`src/rtl/sprite_fb_writer_if.sv`:
```
// Blit command channel into sprite_fb_writer.
// A command transfers on a rising clock edge where cmd_valid && cmd_ready. The master
// holds every cmd_* field stable while cmd_valid is high. It may not withdraw cmd_valid
// before the transfer. The slave may raise or drop cmd_ready without regard to cmd_valid.
interface sprite_fb_writer_if #(
    parameter int SPR_AW = 12
);
    logic              cmd_valid;
    logic              cmd_ready;
    logic [9:0]        cmd_x;
    logic [9:0]        cmd_y;
    logic [6:0]        cmd_w;
    logic [6:0]        cmd_h;
    logic [SPR_AW-1:0] cmd_base;
    logic              cmd_key_en;

    modport master (
        output cmd_valid, cmd_x, cmd_y, cmd_w, cmd_h, cmd_base, cmd_key_en,
        input  cmd_ready
    );

    modport slave (
        input  cmd_valid, cmd_x, cmd_y, cmd_w, cmd_h, cmd_base, cmd_key_en,
        output cmd_ready
    );
endinterface

```
`src/rtl/sprite_fb_writer.sv`:
```
// Copies a clipped, optionally colour-keyed sprite from ROM into the frame buffer.
// The block issues one ROM read per granted cycle and performs the matching write one cycle later.
module sprite_fb_writer #(
    parameter int             FB_W   = 420,
    parameter int             FB_H   = 260,
    parameter int             FB_AW  = 17,
    parameter int             DW     = 8,
    parameter int             SPR_AW = 12,
    parameter logic [DW-1:0]  KEY    = 8'h00
) (
    input  logic              clk,
    input  logic              rst,
    sprite_fb_writer_if.slave cmd,
    input  logic              wr_allow,
    output logic [SPR_AW-1:0] spr_addr,
    input  logic [DW-1:0]     spr_data,
    output logic              fb_we,
    output logic [FB_AW-1:0]  fb_addr,
    output logic [DW-1:0]     fb_wdata,
    output logic              busy,
    output logic              done,
    output logic [1:0]        dbg_state
);
    localparam logic [1:0] IDLE  = 2'd0;
    localparam logic [1:0] RUN   = 2'd1;
    localparam logic [1:0] DRAIN = 2'd2;
    localparam logic [1:0] DONE  = 2'd3;

    localparam int          PW     = 11;
    localparam logic [PW-1:0] FB_W_L = PW'(FB_W);
    localparam logic [PW-1:0] FB_H_L = PW'(FB_H);

    logic [1:0]        state, state_n;
    logic              ready_q;
    logic [9:0]        x_q, y_q;
    logic [6:0]        w_q, h_q, row, col;
    logic [SPR_AW-1:0] base_q, spr_addr_q, spr_addr_n;
    logic              key_q;
    logic              iss_q;
    logic [PW-1:0]     px_q, py_q, px_n, py_n;
    logic [FB_AW-1:0]  fb_addr_q, fb_addr_n;
    logic [DW-1:0]     fb_wdata_q;
    logic              accept, zero_sz, issue, last_px, col_wrap, in_bounds, keyed;

    assign accept   = cmd.cmd_valid && ready_q;
    assign zero_sz  = (cmd.cmd_w == 7'd0) || (cmd.cmd_h == 7'd0);
    assign issue    = (state == RUN) && wr_allow;
    assign col_wrap = (col == w_q - 7'd1);
    assign last_px  = col_wrap && (row == h_q - 7'd1);

    // Both products are formed directly at address width, which is the full-width result modulo 2^width.
    assign spr_addr_n = base_q + SPR_AW'(row) * SPR_AW'(w_q) + SPR_AW'(col);
    assign px_n       = {x_q[9], x_q} + {4'b0000, col};
    assign py_n       = {y_q[9], y_q} + {4'b0000, row};

    assign in_bounds = !px_q[PW-1] && (px_q < FB_W_L) && !py_q[PW-1] && (py_q < FB_H_L);
    assign keyed     = key_q && (spr_data == KEY);
    assign fb_addr_n = FB_AW'(py_q) * FB_AW'(FB_W) + FB_AW'(px_q);

    // Addresses and data stay at their last used values between strobes.
    assign spr_addr  = issue ? spr_addr_n : spr_addr_q;
    assign fb_we     = iss_q && in_bounds && !keyed;
    assign fb_addr   = fb_we ? fb_addr_n : fb_addr_q;
    assign fb_wdata  = fb_we ? spr_data : fb_wdata_q;

    assign cmd.cmd_ready = ready_q;
    assign busy          = (state == RUN) || (state == DRAIN);
    assign done          = (state == DONE);
    assign dbg_state     = state;

    always_comb begin
        state_n = state;
        case (state)
            IDLE:    if (accept) state_n = zero_sz ? DONE : RUN;
            RUN:     if (issue && last_px) state_n = DRAIN;
            DRAIN:   state_n = DONE;
            DONE:    state_n = IDLE;
            default: state_n = IDLE;
        endcase
    end

    always_ff @(posedge clk or negedge rst) begin
        if (!rst) begin
            state      <= IDLE;
            ready_q    <= 1'b0;
            x_q        <= '0;
            y_q        <= '0;
            w_q        <= '0;
            h_q        <= '0;
            base_q     <= '0;
            key_q      <= 1'b0;
            row        <= '0;
            col        <= '0;
            iss_q      <= 1'b0;
            px_q       <= '0;
            py_q       <= '0;
            spr_addr_q <= '0;
            fb_addr_q  <= '0;
            fb_wdata_q <= '0;
        end else begin
            state   <= state_n;
            ready_q <= (state_n == IDLE);
            iss_q   <= issue;
            if (accept) begin
                x_q    <= cmd.cmd_x;
                y_q    <= cmd.cmd_y;
                w_q    <= cmd.cmd_w;
                h_q    <= cmd.cmd_h;
                base_q <= cmd.cmd_base;
                key_q  <= cmd.cmd_key_en;
                row    <= '0;
                col    <= '0;
            end else if (issue) begin
                spr_addr_q <= spr_addr_n;
                px_q       <= px_n;
                py_q       <= py_n;
                if (col_wrap) begin
                    col <= '0;
                    row <= row + 7'd1;
                end else begin
                    col <= col + 7'd1;
                end
            end
            if (fb_we) begin
                fb_addr_q  <= fb_addr_n;
                fb_wdata_q <= spr_data;
            end
        end
    end
endmodule

```
`src/flat_wrapper.sv`:
```
// flat-port wrapper written by rule: the top's interface ports become plain ports
module sprite_fb_writer_flat 
#(
    parameter int             FB_W   = 420,
    parameter int             FB_H   = 260,
    parameter int             FB_AW  = 17,
    parameter int             DW     = 8,
    parameter int             SPR_AW = 12,
    parameter logic [DW-1:0]  KEY    = 8'h00
)
  (clk, rst, wr_allow, spr_addr, spr_data, fb_we, fb_addr, fb_wdata, busy, done, dbg_state, cmd_cmd_valid, cmd_cmd_x, cmd_cmd_y, cmd_cmd_w, cmd_cmd_h, cmd_cmd_base, cmd_cmd_key_en, cmd_cmd_ready);
  sprite_fb_writer_if #(.SPR_AW(SPR_AW)) cmd_i ();
  input  logic clk;
  input  logic rst;
  input  logic wr_allow;
  output logic [SPR_AW-1:0] spr_addr;
  input  logic [DW-1:0] spr_data;
  output logic fb_we;
  output logic [FB_AW-1:0] fb_addr;
  output logic [DW-1:0] fb_wdata;
  output logic busy;
  output logic done;
  output logic [1:0] dbg_state;
  input wire logic [$bits(cmd_i.cmd_valid)-1:0] cmd_cmd_valid;
  input wire logic [$bits(cmd_i.cmd_x)-1:0] cmd_cmd_x;
  input wire logic [$bits(cmd_i.cmd_y)-1:0] cmd_cmd_y;
  input wire logic [$bits(cmd_i.cmd_w)-1:0] cmd_cmd_w;
  input wire logic [$bits(cmd_i.cmd_h)-1:0] cmd_cmd_h;
  input wire logic [$bits(cmd_i.cmd_base)-1:0] cmd_cmd_base;
  input wire logic [$bits(cmd_i.cmd_key_en)-1:0] cmd_cmd_key_en;
  output wire logic [$bits(cmd_i.cmd_ready)-1:0] cmd_cmd_ready;
  assign cmd_i.cmd_valid = cmd_cmd_valid;
  assign cmd_i.cmd_x = cmd_cmd_x;
  assign cmd_i.cmd_y = cmd_cmd_y;
  assign cmd_i.cmd_w = cmd_cmd_w;
  assign cmd_i.cmd_h = cmd_cmd_h;
  assign cmd_i.cmd_base = cmd_cmd_base;
  assign cmd_i.cmd_key_en = cmd_cmd_key_en;
  assign cmd_cmd_ready = cmd_i.cmd_ready;
  sprite_fb_writer #(.FB_W(FB_W), .FB_H(FB_H), .FB_AW(FB_AW), .DW(DW), .SPR_AW(SPR_AW), .KEY(KEY)) u_core (.clk(clk), .rst(rst), .cmd(cmd_i), .wr_allow(wr_allow), .spr_addr(spr_addr), .spr_data(spr_data), .fb_we(fb_we), .fb_addr(fb_addr), .fb_wdata(fb_wdata), .busy(busy), .done(done), .dbg_state(dbg_state));
endmodule
```
`config.mk`:
```
export PLATFORM = sky130hd
export DESIGN_NAME = sprite_fb_writer_flat
export DESIGN_NICKNAME = d
export VERILOG_FILES = /design/src/rtl/sprite_fb_writer_if.sv /design/src/rtl/sprite_fb_writer.sv /design/src/flat_wrapper.sv
export SDC_FILE = /design/constraint.sdc
export NUM_CORES = 1
export LEC_CHECK = 0
export ABC_CLOCK_PERIOD_IN_PS = 13500
export CAP_MARGIN = 30
export CORE_AREA = 2 2 157 159
export DETAILED_ROUTE_END_ITERATION = 6
export DIE_AREA = 0 0 159 161
export GPL_TIMING_DRIVEN = 0
export PLACE_DENSITY_LB_ADDON = 0.15
export SLEW_MARGIN = 10
export SYNTH_ARGS = -nofsm -noshare
export SYNTH_HDL_FRONTEND = slang
export SYNTH_SLANG_ARGS = --single-unit
export TNS_END_PERCENT = 30
```
`constraint.sdc`:
```
create_clock -name clk -period 13.5 [get_ports clk]
set_clock_uncertainty 0.1 [all_clocks]
set_input_delay 4.05 -clock clk [delete_from_list [all_inputs] [get_ports clk]]
set_output_delay 4.05 -clock clk [all_outputs]
set_load 0.05 [all_outputs]
```
==> results of run 1 <==
flip-flops by register name, summed over array words and instances, names as in the netlist, 2 cells and up:
signal / flops
u_core.fb_addr_q: 17
u_core.base_q: 12
u_core.spr_addr_q: 12
u_core.px_q: 11
u_core.py_q: 11
u_core.x_q: 10
u_core.y_q: 10
u_core.fb_wdata_q: 8
u_core.col: 7
u_core.h_q: 7
u_core.row: 7
u_core.w_q: 7
u_core.dbg_state: 2
metal layers:
| metal | routed length, um | GRT usage |
|---|---|---|
| met5 | 0 | 0 |
| met4 | 333 | 0.0508 |
| met3 | 823 | 0.0372 |
| met2 | 11000 | 0.319 |
| met1 | 10600 | 0.246 |
area by class of cell:
cell class                 count  area, um^2
clock inverter                13         166
multi-input combinational    759        5750
sequential                   124        3100
tap                          324         405
inverter                     115         432
fill                        2343       12500
clock buffer                  19         443
buffer                        39         163
timing repair buffer         102        1040
through the flow:
step	setup WS [ns]	hold slack [ns]	power, mW	utilization
after floorplan	3.51	0.346	2.21	-
after global placement	2.23	0.353	2.70	0.453
after detailed placement	2.24	0.361	2.72	0.455
after CTS	2.23	0.377	3.23	0.480
after global routing	2.07	0.402	3.49	0.480
final	2.27	0.372	3.19	0.480
critical path: stages:
cell and delay [ns]:
clkdlybuf4s50_1 0.43, nor4_1 0.33, nand4b_1 0.23, nand4_1 0.24
clkbuf_1 0.35, clkbuf_1 0.41, nand2_1 0.10, nand2_1 0.10
clkdlybuf4s50_1 0.83
kinds of logic (layout without fill, tap and decap cells):
group,after synthesis,in the layout
XOR/XNOR,71,71
buffers and inverters,154,288
multiplexers,19,19
AND/OR/NAND/NOR,377,377
AO/OA/AOI/OAI,144,144
adder cells (fa/ha/maj),148,148
flip-flops,124,124
cell usage in the layout, fill, tap and decap left out, types with 4 or more instances in the layout:
master,n
and2_1,28
o21ai_0,69
mux2_2,19
o21a_1,7
nor2_1,31
ha_1,91
nor3_1,14
o211ai_1,4
or4_1,4
xnor2_1,33
clkinv_4,5
clkbuf_1,31
nor2b_1,7
nand4_1,6
dfrtp_1,124
o31ai_1,8
inv_1,115
and3_1,4
nor4_1,4
a21boi_0,4
a21oi_1,19
nand2_1,245
clkdlybuf4s50_1,100
nand3_1,11
fa_1,57
xor2_1,37
o21ai_1,4
a21o_1,5
clkbuf_16,17
cell usage after synthesis (2+ instances only):
cell	instances	area (um^2)
buf_1	3	11.3
a21boi_0	4	30.0
nor3_1	14	70.1
inv_1	115	432
o21ai_1	4	20.0
o21a_1	7	52.6
fa_1	57	1140
o21ai_0	69	345
a211oi_1	3	22.5
or4_1	4	30.0
a21o_1	5	37.5
ha_1	91	1140
nand4_1	6	37.5
nor2_1	31	116
nor2b_1	7	43.8
mux2_2	19	214
o31a_1	2	17.5
o211ai_1	4	30.0
a21oi_1	19	95.1
nand2_1	245	920
dfrtp_1	124	3100
or3_1	3	18.8
o21bai_1	3	22.5
nor3b_1	2	15.0
a22oi_1	2	15.0
nand2b_1	3	18.8
nand3_1	11	55.1
and2_1	28	175
or2_2	2	12.5
clkbuf_1	30	113
nor4_1	4	25.0
xor2_1	37	324
buf_2	3	15.0
and3_1	4	25.0
o31ai_1	8	60.1
xnor2_1	33	289
where the power goes:
| part | switching [mW] | internal [mW] |
|---|---|---|
| sequential | 0.133 | 0.524 |
| combinational | 1.21 | 0.840 |
| clock | 0.181 | 0.297 |
path summary, 6_finish.rpt:
| check | slack, ns | cells past startpoint | to | from |
|---|---|---|---|---|
| setup reg to reg | 8.37 | 17 | u_core.spr_addr_q[10] | u_core.row[4] |
| max in group asynchronous | 9.06 | 2 | u_core.w_q[0] | rst |
| setup / recovery | 2.27 | 9 | fb_addr[0] | spr_data[2] |
| hold / removal | 0.37 | 2 | u_core.fb_addr_q[0] | u_core.fb_addr_q[0] |
| min in group asynchronous | 3.50 | 1 | u_core.fb_wdata_q[2] | rst |
| hold reg to reg | 0.37 | 2 | u_core.fb_addr_q[0] | u_core.fb_addr_q[0] |
==> impl_metrics.env, run 1 <==
export IMPL_synth_seq_cells=124
export IMPL_grt_pass1_wl_um=38100
export IMPL_hp_class="reg2reg"
export IMPL_fin_crit_ns=11.23
export IMPL_port_buffers=101
export IMPL_die_x_um=159
export IMPL_async_flop_share=1.00
export IMPL_cts_setup_buffers=0
export IMPL_tns_ns=0
export IMPL_maxCapViolCount=0
export IMPL_drc_errors=0
export IMPL_dieArea_um2=25600
export IMPL_drt_iter0_markers=326
export IMPL_synth_top_family_by_area="adder cells"
export IMPL_final_area_um2=11500
export IMPL_clk_latency_ns=0.42
export IMPL_fin_crit_sh=0.832
export IMPL_cp_max_fo=10
export IMPL_wl_per_cell_um=15.2
export IMPL_cts_sinks=124
export IMPL_antenna_left=0
export IMPL_cp_end_kind="output pin"
export IMPL_hpwl_um=17800
export IMPL_vias=7297
export IMPL_core_area_um2=24000
export IMPL_yosys_area_share_simple=0.181
export IMPL_cts_root_buf="clkbuf_16"
export IMPL_max_slew_margin_rel=0.490
export IMPL_drv_slew=0
export IMPL_globalRoute_totalOverflow=0
export IMPL_syn_to_final_growth_pct=21.7
export IMPL_drt_total_wl_um=22700
export IMPL_ir_drop_uv=165
export IMPL_initial_core_util=0.394
export IMPL_place_congestion=0.809
export IMPL_yosysUniqueCellTypes=67
export IMPL_placedCellCount=1463
export IMPL_synth_edf_count=0
export IMPL_fmax_ghz=0.0891
export IMPL_numCtsBuffers=17
export IMPL_cellLeakagePower_nw=5.54
export IMPL_cts_htree_levels=4
export IMPL_layout_nets=1365
export IMPL_seq_area_frac_synth=0.328
export IMPL_place_area_um2=10900
export IMPL_synth_compound_area_frac=0.0967
export IMPL_rsz0062_at_grt="no"
export IMPL_startpoint_type="input port"
export IMPL_synth_mux_area_frac=0.0226
export IMPL_path_class="in2out"
export IMPL_syn_area_um2=9450
export IMPL_synth_fa_ha_area_frac=0.241
export IMPL_status="finished clean"
export IMPL_ios=102
export IMPL_synth_xor_area_share=0.0673
export IMPL_grt_max_degree=67
export IMPL_avgViaCountPerCell=4.88
export IMPL_grt_usage=0.188
export IMPL_cts_tree="built"
export IMPL_antenna_found_initial=0
export IMPL_synth_main_ff_cell="dfrtp_1"
export IMPL_synthesis_nets=1244
export IMPL_fin_cells=1495
export IMPL_worst_pin_slew_ns=0.765
export IMPL_clock_path_buffers=2
export IMPL_hold_viol=0
export IMPL_powerDensity_nw_per_um2=277
export IMPL_post_cts_resized=0
export IMPL_final_setup_viol_count=0
export IMPL_ys_warn_count=0
export IMPL_cts_hold_buffers=0
export IMPL_worstPathArrival_ns=7.08
export IMPL_rows=57
export IMPL_required_ns=9.35
export IMPL_clk_pin_slew_worst_paths_ns=0.06
export IMPL_grt_pass1_vias=7521
export IMPL_synth_avg_cell_area_um2=9.11
export IMPL_layout_drive_gt1_share=0.0632
export IMPL_die_y_um=161
export IMPL_drtPass1Iterations=4
export IMPL_syn_inst=1037
export IMPL_antennaDiodeCount=0
Power figures use the tool's default switching activity.
==> run 2: changes to the inputs <==
ABC_CLOCK_PERIOD_IN_PS = 10500   (was 13500)
clock period = 10.5 ns   (was 13.5 ns; I/O delays follow)
==> results of run 2 <==
The final DEF is identical to that of run 1. Status: finished clean.
Among the figures that moved: setup slack after placement 2.24 ns -> 1.04 ns; setup slack after layout 2.27 ns -> 1.07 ns; register-to-register setup slack 8.37 ns -> 5.37 ns; total power 3.19 mW -> 4.10 mW; worst IR drop on VDD 165 uV -> 212 uV
